### src/rtl/calc_ctrl.sv
// Sequencing controller for the calculator ALU: debounced execute/clear buttons,
// operand/opcode staging, fixed-latency wait and accumulator write-back.
module calc_ctrl #(
  parameter int DEBOUNCE_CYCLES = 4,
  parameter int ALU_LATENCY     = 1
) (
  input  logic        clk,
  input  logic        rst_n,
  input  logic        btnd,
  input  logic        btnu,
  input  logic [3:0]  alu_op_in,
  input  logic [15:0] sw,
  input  logic [31:0] alu_result,
  output logic [3:0]  alu_op,
  output logic [31:0] alu_a,
  output logic [31:0] alu_b,
  output logic [31:0] acc,
  output logic [15:0] led,
  output logic        busy,
  output logic        done
);

  localparam int DB_W = $clog2(DEBOUNCE_CYCLES + 1);
  localparam logic [DB_W-1:0] DB_LAST = DB_W'(DEBOUNCE_CYCLES - 1);
  localparam logic [3:0] CNT_INIT = 4'(ALU_LATENCY - 1);

  typedef enum logic [1:0] {S_IDLE, S_LOAD, S_EXEC, S_WB} state_t;

  // Index 0 is the execute button, index 1 the clear button.
  logic [1:0]      w_raw;
  logic [1:0]      r_sync1;
  logic [1:0]      r_sync2;
  logic [1:0]      r_level;
  logic [1:0]      r_evt;
  logic [DB_W-1:0] r_db_cnt [2];

  logic            w_exe_evt;
  logic            w_clr_evt;

  state_t          r_state;
  state_t          w_next;
  logic            w_load;
  logic            w_wb_wr;
  logic [3:0]      r_cnt;

  logic [3:0]      r_alu_op;
  logic [31:0]     r_alu_a;
  logic [31:0]     r_alu_b;
  logic [31:0]     r_acc;

  assign w_raw = {btnu, btnd};

  always_ff @(posedge clk or negedge rst_n) begin
    if (!rst_n) begin
      r_sync1 <= '0;
      r_sync2 <= '0;
      r_level <= '0;
      r_evt   <= '0;
      for (int i = 0; i < 2; i++) r_db_cnt[i] <= '0;
    end else begin
      r_sync1 <= w_raw;
      r_sync2 <= r_sync1;
      r_evt   <= '0;
      for (int i = 0; i < 2; i++) begin
        if (r_sync2[i] == r_level[i]) begin
          r_db_cnt[i] <= '0;
        end else if (r_db_cnt[i] == DB_LAST) begin
          // Level flips on the final agreeing sample; only a press yields an event.
          r_db_cnt[i] <= '0;
          r_level[i]  <= ~r_level[i];
          r_evt[i]    <= ~r_level[i];
        end else begin
          r_db_cnt[i] <= r_db_cnt[i] + 1'b1;
        end
      end
    end
  end

  assign w_exe_evt = r_evt[0];
  assign w_clr_evt = r_evt[1];

  always_ff @(posedge clk or negedge rst_n) begin
    if (!rst_n) r_state <= S_IDLE;
    else        r_state <= w_next;
  end

  always_comb begin
    w_next  = r_state;
    w_load  = 1'b0;
    w_wb_wr = 1'b0;
    case (r_state)
      S_IDLE: if (w_exe_evt) w_next = S_LOAD;
      S_LOAD: begin
        w_load = 1'b1;
        w_next = S_EXEC;
      end
      S_EXEC: if (r_cnt == 4'd0) w_next = S_WB;
      S_WB: begin
        w_wb_wr = 1'b1;
        w_next  = S_IDLE;
      end
      default: w_next = S_IDLE;
    endcase
    // Clear overrides everything, including a same-cycle execute and the write-back.
    if (w_clr_evt) begin
      w_next  = S_IDLE;
      w_load  = 1'b0;
      w_wb_wr = 1'b0;
    end
  end

  always_ff @(posedge clk or negedge rst_n) begin
    if (!rst_n) begin
      r_cnt    <= '0;
      r_alu_op <= '0;
      r_alu_a  <= '0;
      r_alu_b  <= '0;
      r_acc    <= '0;
    end else begin
      if (w_load)                                   r_cnt <= CNT_INIT;
      else if (r_state == S_EXEC && r_cnt != 4'd0)  r_cnt <= r_cnt - 4'd1;

      if (w_clr_evt) begin
        r_acc   <= '0;
        r_alu_a <= '0;
        r_alu_b <= '0;
      end else begin
        if (w_load) begin
          r_alu_op <= alu_op_in;
          r_alu_a  <= r_acc;
          r_alu_b  <= {{16{sw[15]}}, sw};
        end
        if (w_wb_wr) r_acc <= alu_result;
      end
    end
  end

  assign alu_op = r_alu_op;
  assign alu_a  = r_alu_a;
  assign alu_b  = r_alu_b;
  assign acc    = r_acc;
  assign led    = r_acc[15:0];
  assign busy   = (r_state != S_IDLE);
  assign done   = (r_state == S_WB) && !w_clr_evt;

endmodule

### config.mk
export PLATFORM = sky130hd
export DESIGN_NAME = calc_ctrl
export DESIGN_NICKNAME = d
export VERILOG_FILES = /design/src/rtl/calc_ctrl.sv
export SDC_FILE = /design/constraint.sdc
export NUM_CORES = 1
export LEC_CHECK = 0
export CORE_MARGIN = 8
export CORE_UTILIZATION = 47
export DETAILED_ROUTE_END_ITERATION = 7
export PLACE_DENSITY = 0.85
export SLEW_MARGIN = 20
export SYNTH_ARGS = -nofsm -noshare
export SYNTH_HDL_FRONTEND = slang
export SYNTH_SLANG_ARGS = --single-unit
### constraint.sdc
create_clock -name clk -period 2.3 [get_ports clk]
set_clock_uncertainty 0.05 [all_clocks]
set_input_delay 0.575 -clock clk [delete_from_list [all_inputs] [get_ports clk]]
set_output_delay 0.575 -clock clk [all_outputs]
set_load 0.01 [all_outputs]
---- Word level (Yosys, flattened, before mapping) ----
Cells that the tools add are included.
word-level totals
  bits in registers ....................... 120
  output and inout port bits .............. 118
cells by class
  reductions and logical operators ........ 14
  $add $sub $neg .......................... 3
  bitwise logic cells ..................... 5
  equal/unequal tests ..................... 9
  multiplexer cells ....................... 24
operator list
  cell                 count
  $mux 32              6
  $mux 3               4
  $mux 1               8
  $mux 4               2
  $pmux 2 s4           1
  $reduce_and 2->1     4
  $reduce_bool 2->1    4
  $add 3x1->3 const B  2
  $eq 3x2->1 const B   2
  $mux 2               3
  $ne 3x3->1 const B   2
  $not 1->1            5
  $eq 2x2->1 const B   2
  $logic_not 4->1      1
  $reduce_bool 4->1    1
  $sub 4x1->4 const B  1
  $eq 1x1->1           2
  $eq 2x1->1 const B   1
  $logic_and 1x1->1    2
  $logic_not 2->1      1
  $logic_not 1->1      1

---- Longest topological paths before layout ----
Gate-level depths: netlist of the first run.
  word-level depth ........................ 5
  depth in mapped cells ................... 7

---- Least setup slack after synthesis of the first run ----
No wires, ideal clock.
  path type ............................... flip-flop to output port
  from .................................... register r_state[1]
  to ...................................... output port done
  path buffers ............................ 2
  data required time ...................... 1.675 ns
  setup slack ............................. 0.584 ns
  arrival ................................. 1.091 ns
  cell stages (with the launch flop) ...... 5
  cell sequence ........................... dfrtp_1 > ha_1 > buf_2 > buf_4 > nor2b_1
between the ends
  cells in the longest elaborated chain, start to end .. 2
RTL lines
  what                    line  source
  start, declared         40    state_t r_state;
  start signal, assigned  84    else r_state <= w_next;
  $eq 2x2->1              144   assign done = (r_state == S_WB) && !w_clr_evt;
  $logic_and 1x1->1       144
  end, declared           20    output logic done
Every way passes these cells.

---- Worst setup path after layout of the first run ----
Same ends and word-level chain as after synthesis.

==> reports/results.ini, run 1 <==
[run_status]
status = completed

[floorplanning]
die-area_um2 = 12990
io_pins = 174
die_h_um = 114.0
fp.coreArea_um2 = 9284
initial_core_util = 0.4858
rows = 35
die_w_um = 114.0

[detailed_routing]
detail_route.iter0.violations = 96
maxUsedRoutingLayer = met4
wl_met2_um = 5571
drc_errors = 0
routed-wl-met3_um = 843
wl_um = 10800
post_drt_wl_per_cell_um = 16.66
drtAntennaViolNets = 0
vias_per_cell = 4.781
wl_met1_um = 4297
first_pass_iters = 6
vias = 3098

[job]
drv_cap = 0

[timing]
finalSetupViolCount = 0
max_freq_mhz = 474.2
rsz0062_at_grt = no
finalHoldViolations = 0
setup_ws_ps = 191.4
tightest_slew_ps = 844.1
slew_violations = 0
fin_crit_sh = 0.9168
tns_ps = 0
fin_hold_ws_ps = 135.6
period_minus_slack_ps = 2109
relSlewSlack = 0.4373

[final_layout]
nFillCells = 703
drive_gt1_frac = 0.07707
seq_area_um2 = 2605
layout-area-overhead-vs-synth_pct = 40.31
finish.utilization = 0.6817
diodes = 0
final_cell_area_um2 = 6329
fin_nets = 578
multi_input_area_um2 = 1538

[worst_setup_path]
required_ps = 1670
critPathMaxFanout = 3
cp-end-kind = primary output
crit_path_top_delay_cell = dfrtp_1
cp_num_buf_inv = 2
critPathMaxStageDelay_ps = 400
crit_path_cell_trace = buf_4, ha_2, nor2b_1, dlygate4sd2_1
crit_family = buffers and inverters
crit_type = reg -> out
setup.worst_path.start_class = flop
worstPathArrival_ps = 1480

[synthesis]
syn_nets = 437
synth_largest_area_cell = dfrtp_1
ys_types = 29
yosysWarnings = 0
synth.area.top_cells = dfrtp_1 58%, mux2i_1 18%, nor2_1 6.8%
synthFlopType = dfrtp_1
synth_cells = 373
synth-seq-cells = 104
synth_most_common_cell = dfrtp_1
yosysSeqAreaShare = 0.5770
synth_edf_count = 0
syn_avg_cell_area_um2 = 12.09
synth_area_um2 = 4511
synth_common_cells = 104 x dfrtp_1, 82 x mux2i_1, 82 x nor2_1, 36 x buf_4, 8 x ha_1
async_reset_ff_frac = 1.000
synth_top_area_share = 0.5770

[pwr]
intPower_w = 0.005962
power.share.sequential = 0.349
p_clk_frac = 0.121
ir_drop_mv = 0.7702
switching_share = 0.3607
combPwrFrac = 0.530
p_leak_nw = 2.780
p_per_area_nw_per_um2 = 1474
p_sw_w = 0.003364

[grt]
grt_max_degree = 84
grt_pass1_vias = 3250
antenna_found_initial = 0
grt_pass1_wl_um = 17050
grtUsageTotal = 0.1654
overflow = 0

[clock_tree]
clk_pin_slew_worst_paths_ps = 100
root_buffer = clkbuf_8
clock_sinks = 104
clkLatencyLatePin_ps = 350
hold_buffers = 0
cts_tree = yes
htree_levels = 3
cts_made_buffers = 9
cts_buffer_depth = 2

[placement]
place_ws_ps = 360.8
place.gp.congestion = 0.7296
portBuffers = 173
hpwl_um = 7967
postPlaceCellArea_um2 = 6127

[hold_path]
min_path_type = in -> async

-- flip-flops by register name, indices dropped and copies added (netlist names) --
| register | flops |
|---|---|
| r_sync2 | 2 |
| r_evt | 2 |
| r_db_cnt | 6 |
| r_sync1 | 2 |
| alu_op | 4 |
| r_state | 2 |
| r_level | 2 |
| acc | 32 |
| alu_a | 32 |
| alu_b | 16 |
| r_cnt | 4 |
-- worst reg2reg max path, delay by kind of cell (launching register included) --
kind / cells / cell delay [ps]
buf+inv: 2 / 630
flops: 1 / 370
mux: 1 / 290
fa+ha+maj: 1 / 160
simple gates: 1 / 70
-- final timing paths --
check                        endpoint  cells past startpoint        from  slack, ps
min                         alu_a[17]                      1       rst_n        140
min in group clk           r_sync2[1]                      0  r_sync1[1]        310
max in group asynchronous   alu_a[22]                      2       rst_n       1440
max reg2reg                   acc[31]                      5  r_state[1]        580
max                              done                      4  r_state[1]        190
min reg2reg                r_sync2[1]                      0  r_sync1[1]        310
-- final cells by class --
cell class              instances  share of cell area
clock inverters                 6             0.01068
clock buffers                  10             0.02017
well taps                     129             0.02550
flip-flops and latches        104              0.4116
inverters                       6            0.003559
multi-input cells             211              0.2430
repair buffers                182              0.2855
-- power by group through the flow --
| stage | clock network [W] | logic [W] | registers [W] |
|---|---|---|---|
| 2_1_floorplan | 0 | 0.00239 | 0.00357 |
| 3_3_place_gp | 0 | 0.00490 | 0.00324 |
| 3_5_place_dp | 0 | 0.00502 | 0.00330 |
| 4_1_cts | 0.00117 | 0.00504 | 0.00326 |
| 5_1_grt | 0.00123 | 0.00536 | 0.00338 |
| 6_report | 0.00113 | 0.00494 | 0.00326 |
-- routing by layer --
layer  track usage  up-vias
met3       0.05283        6
met1        0.1873     1514
met5             0        -
met4       0.05058        0
met2        0.2902      100
li1              -     1478
-- per-stage QoR --
stage | power (W) | cells
2_1_floorplan | 0.005957 | 373
3_3_place_gp | 0.008140 | 631
3_5_place_dp | 0.008324 | 631
4_1_cts | 0.009472 | 648
5_1_grt | 0.009970 | 648
6_report | 0.009326 | 648
-- cells by family after synthesis --
family                   Yosys count  share of synthesized area
adder cells (fa/ha/maj)            8                    0.02219
XOR/XNOR                           2                   0.003884
multiplexers                      88                     0.1969
AO/OA/AOI/OAI                      6                   0.007489
buffers and inverters             58                    0.08322
flip-flops                       104                     0.5770
AND/OR/NAND/NOR                  107                     0.1093
-- cell usage in the layout, fill, tap and decap left out, types with 2 or more instances in the layout --
cell,Yosys,routed
ha_2,0,2
nand2b_1,2,2
nor3b_1,2,2
xnor2_1,2,2
nor2_1,82,82
and3b_1,2,2
dlygate4sd2_1,0,2
clkbuf_8,0,9
a21oi_1,3,3
dfrtp_2,0,2
buf_4,36,9
nand2_1,2,2
dfrtp_1,104,102
clkdlybuf4s50_1,0,170
nor3_1,3,3
inv_6,0,2
mux2i_1,82,82
nor2b_1,7,7
ha_1,8,6
mux2_2,6,6
clkinvlp_4,0,2
inv_1,6,6
-- what timing repair did --
action | in CTS | in global routing
endpoints found under the setup margin | 2 | 17
gates resized for setup | 2 | 1
setup buffers | 1 | 0
endpoints found under the hold margin | 0 | 0
pin swaps | 0 | 0
(Power assumes the default switching activity.)
==> inputs of run 2 (changes only) <==
--- a/config.mk
+++ b/config.mk
@@ -7,8 +7,10 @@
 export LEC_CHECK = 0
 export CORE_MARGIN = 8
 export CORE_UTILIZATION = 47
+export CTS_CLUSTER_DIAMETER = 120
 export DETAILED_ROUTE_END_ITERATION = 7
 export PLACE_DENSITY = 0.85
+export REMOVE_ABC_BUFFERS = 1
 export SLEW_MARGIN = 20
 export SYNTH_ARGS = -nofsm -noshare
 export SYNTH_HDL_FRONTEND = slang
==> run 2 against run 1 <==
Effect of this change: combinational power hardly changed; register-to-register slack lost 90 ps; via count is 1.7% higher; first-iteration DRC count increased by 24%; setup slack got worse by 110 ps; clock power is 8% lower; sequential share of layout area up 0.057 points; power decreased by 0.60%; sequential power about the same; global-route usage is 0.11 points lower; critical path type unchanged; largest cell class unchanged; largest power group unchanged; highest routed layer unchanged.
==> reports/results.ini, run 2 (synthesis results as in run 1) <==
[floorplanning]
die_w_um = 114.0
fp.coreArea_um2 = 9284
die_h_um = 114.0
die-area_um2 = 12990
io_pins = 174
rows = 35
initial_core_util = 0.4858

[placement]
placed_cells = 629
place.gp.congestion = 0.7176
portBuffers = 173
hpwl_um = 7501

[clock_tree]
hold_buffers = 0
clock_sinks = 104
cts_tree = yes
clkLatencyLatePin_ps = 350
clk_pin_slew_worst_paths_ps = 100
cts_buffer_depth = 2
root_buffer = clkbuf_8
cts_made_buffers = 9
htree_levels = 3

[worst_setup_path]
cp-end-kind = primary output
rr_worst_depth = 6
required_ps = 1670
rrSetupSlack_ps = 490
worstReg2RegStart = r_state[1]
worstPathArrival_ps = 1590
setup.worst_path.start_class = flop
critPathMaxFanout = 3
timing.rr.end = alu_a[24]
crit_type = reg -> out

[grt]
grt_max_degree = 105
overflow = 0
grt_pass1_vias = 3348
antenna_found_initial = 0
grt_pass1_wl_um = 16910
grtUsageTotal = 0.1643

[final_layout]
diodes = 0
finalNonFillerCells = 647
final_common_cell = clkdlybuf4s50_1
drive_gt1_frac = 0.07722
seq_area_um2 = 2605
nFillCells = 721
final_cell_mix = 171 x clkdlybuf4s50_1, 102 x dfrtp_1, 82 x mux2i_1, 82 x nor2_1, 11 x clkbuf_8
layout-area-overhead-vs-synth_pct = 40.11
multi_input_area_um2 = 1538
fin_nets = 578

[timing]
max_freq_mhz = 451.2
tns_ps = 0
finalSetupViolCount = 0
tightest_slew_ps = 830.7
period_minus_slack_ps = 2216
fin_hold_ws_ps = 181.0
relSlewSlack = 0.4462
slew_violations = 0
fin_crit_sh = 0.9636
finalHoldViolations = 0

[pwr]
total_power_w = 0.009270
p_per_area_nw_per_um2 = 1467
p_leak_nw = 2.768
ir_drop_mv = 0.8294

[detailed_routing]
drtAntennaViolNets = 0
drc_errors = 0
detail_route.iter0.violations = 119
post_drt_wl_per_cell_um = 16.43
vias_per_cell = 4.870
first_pass_iters = 5
vias = 3151
wl_um = 10630

[job]
drv_cap = 0

[hold_path]
min_path_type = in -> async

[run_status]
status = completed

## run 2: cell count changes in the layout (fill, tap and decap cells not counted), moves of 2 or more
cell / previous run / this run
clkbuf_8: 9 / 11
clkinvlp_4: 2 / 4
dlygate4sd2_1: 2 / 0
inv_6: 2 / 0
## run 2: layer usage
layer | track usage | wire, µm
met3 | 0.08188 | 1167
met1 | 0.1938 | 4364
met2 | 0.2528 | 4955
met4 | 0.05945 | 145
met5 | 0 | 0
## run 2: repair_timing
action / CTS / global route
setup buffers: 2 / 1
setup endpoints to repair: 1 / 19
resized for setup: 0 / 2
## run 2: power breakdown
part / switching (W) / total (W) / internal [W]
Sequential: 0.000598 / 0.00327 / 0.00267
Combinational: 0.00215 / 0.00496 / 0.00281
Clock: 0.000593 / 0.00104 / 0.000447
## run 2: worst max-delay path by stage
stage                    start   endpoint  slack [ps]  cells past startpoint
global placement    r_state[0]       busy         420                      4
detailed placement  r_state[0]       busy         380                      4
CTS                 r_state[1]       busy           3                      4
floorplan           r_state[1]  alu_op[0]        -950                      4
global route        r_state[1]       done          -5                      3
finish              r_state[1]       done          80                      3
## run 2: layout make-up
type,count,area share
sequential,104,0.4122
timing repair buffer,182,0.2867
clock buffer,11,0.02396
clock inverter,4,0.004752
inverter,6,0.003564
tap,129,0.02554
multi-input combinational,211,0.2433
## run 2: critical path: stages (launching register included)
cell and delay (ps):
dfrtp_1 390, ha_2 190, nor2b_1 120, clkdlybuf4s50_1 540
## run 2: metrics by stage
stage / area, µm² / worst slack [ps] / util
after CTS: 6309 / 3.113 / 0.6795
after global routing: 6320 / -4.888 / 0.6807
after detailed placement: 6112 / 377.4 / 0.6584
after global placement: 6112 / 424.9 / 0.6584
after floorplan: 4158 / -954.4 / -
final: 6320 / 83.62 / 0.6807
==> inputs of run 3 (changes only) <==
--- a/config.mk
+++ b/config.mk
@@ -5,6 +5,7 @@
 export SDC_FILE = /design/constraint.sdc
 export NUM_CORES = 1
 export LEC_CHECK = 0
+export CORE_ASPECT_RATIO = 1.4
 export CORE_MARGIN = 8
 export CORE_UTILIZATION = 47
 export CTS_CLUSTER_DIAMETER = 120
@@ -15,3 +16,4 @@
 export SYNTH_ARGS = -nofsm -noshare
 export SYNTH_HDL_FRONTEND = slang
 export SYNTH_SLANG_ARGS = --single-unit
+export TNS_END_PERCENT = 20
==> run 3 against run 2 <==
Effect of this change: setup slack improved by 140 ps; power rose by 6.5%; die area rose by 0.34%; count of clock-buffer cells in the layout rose by 3; register-to-register slack improved by 80 ps; largest power group unchanged; highest routed layer unchanged.
==> reports/results.ini, run 3 (synthesis results as in run 1) <==
[run_status]
status = completed

[floorplanning]
rows = 42
fp.coreArea_um2 = 9407
initial_core_util = 0.4795
die_h_um = 131.9
io_pins = 174
die_w_um = 98.80
die-area_um2 = 13030

[timing]
finalHoldViolations = 0
finalSetupViolCount = 0
slew_violations = 0
fin_crit_sh = 0.9032
max_freq_mhz = 481.4
tightest_slew_ps = 830.0
period_minus_slack_ps = 2077
rsz0062_at_grt = no
setup_ws_ps = 222.7
relSlewSlack = 0.4467

[grt]
grtUsageTotal = 0.1760
overflow = 0
antenna_found_initial = 0
grt_pass1_vias = 3415
grt_max_degree = 84
grt_pass1_wl_um = 18170

[pwr]
p_leak_nw = 2.844
p_per_area_nw_per_um2 = 1532
ir_drop_mv = 0.8450

[worst_setup_path]
critPathMaxFanout = 18
worstPathArrival_ps = 1450
crit_path_cell_trace = clkdlybuf4s50_1
worstSetupPathDepth = 1
critPathMaxStageDelay_ps = 610
required_ps = 1670
crit_path_top_delay_cell = clkdlybuf4s50_1
cp_num_buf_inv = 1
rr_worst_depth = 5
cp-end-kind = primary output
crit_type = reg -> out
setup.worst_path.start_class = flop
crit_family = buffers and inverters

[clock_tree]
cts_tree = yes
clk_pin_slew_worst_paths_ps = 60
clkLatencyLatePin_ps = 330
clock_sinks = 104
postCtsSetupBuffers = 0
cts_buffer_depth = 2
cts_made_buffers = 9
htree_levels = 3
root_buffer = clkbuf_16

[final_layout]
layout-area-overhead-vs-synth_pct = 42.80
final_common_cell = clkdlybuf4s50_1
finalNonFillerCells = 627
final_cell_mix = 170 x clkdlybuf4s50_1, 102 x dfrtp_1, 82 x mux2i_1, 82 x nor2_1, 9 x clkbuf_16
drive_gt1_frac = 0.07157
diodes = 0
fin_nets = 576

[detailed_routing]
post_drt_wl_per_cell_um = 17.76
drc_errors = 0
first_pass_iters = 4
detail_route.iter0.violations = 96
wl_um = 11130
vias = 3114
drtAntennaViolNets = 0
vias_per_cell = 4.967

[placement]
place.gp.congestion = 0.7624
place_ws_ps = 327.7
hpwl_um = 8176
portBuffers = 173
placed_cells = 611

[hold_path]
min_path_type = in -> async

[job]
drv_cap = 0

run 3: changes by cell type in the layout (fill, tap and decap cells not counted), sizes merged:
cell,change
buf,-2
bufinv,+2
clkbuf,+3
clkdlybuf4s50,-1
clkinvlp,-4
dlygate4sd2,+2
dlymetal6s2s,-1
run 3: power by group:
part | internal (W) | switching, W | leakage, nW
clock network | 0.00104 | 0.000615 | 0.163
registers | 0.00268 | 0.000593 | 1.27
logic | 0.00277 | 0.00217 | 1.42
total | 0.00649 | 0.00338 | 2.84
run 3: final timing paths:
path                            start    endpoint  slack, ps
min                             rst_n   alu_b[13]        160
min in group clk           r_sync1[0]  r_sync2[0]        300
max reg2reg                r_state[1]   alu_b[30]        570
min reg2reg                r_sync1[0]  r_sync2[0]        300
max in group asynchronous       rst_n    r_evt[1]       1440
max                         alu_b[30]   alu_b[22]        220
run 3: what timing repair did:
item	CTS	global route
cloned	0	0
hold buffers	0	0
gates resized for setup	2	1
setup endpoints to repair	2	1
run 3: layout make-up:
type                       instances  area [µm²]
fill                             678        2965
multi-input combinational        211        1538
clock inverter                     2       60.06
timing repair buffer             180        1804
inverter                           6       22.52
clock buffer                      14       274.0
sequential                       104        2605
tap                              110       137.6
run 3: per-stage QoR:
stage | setup TNS [ps] | utilization | hold WS [ps] | total power, W | area [µm²]
4_1_cts | 0 | 0.6846 | 173.7 | 0.01002 | 6440
5_1_grt | 0 | 0.6848 | 194.0 | 0.01051 | 6441
3_3_place_gp | 0 | 0.6494 | 286.2 | 0.008141 | 6108
6_report | 0 | 0.6848 | 161.6 | 0.009867 | 6441
3_5_place_dp | 0 | 0.6494 | 287.8 | 0.008331 | 6108
2_1_floorplan | -28090 | - | 229.4 | 0.005542 | 4158
run 3: layer usage:
layer	wire, µm	GRT usage	vias to the layer above
met2	6187	0.3165	81
li1	-	-	1472
met5	0	0	-
met1	4162	0.1880	1550
met4	192	0.07112	0
met3	591	0.04757	11
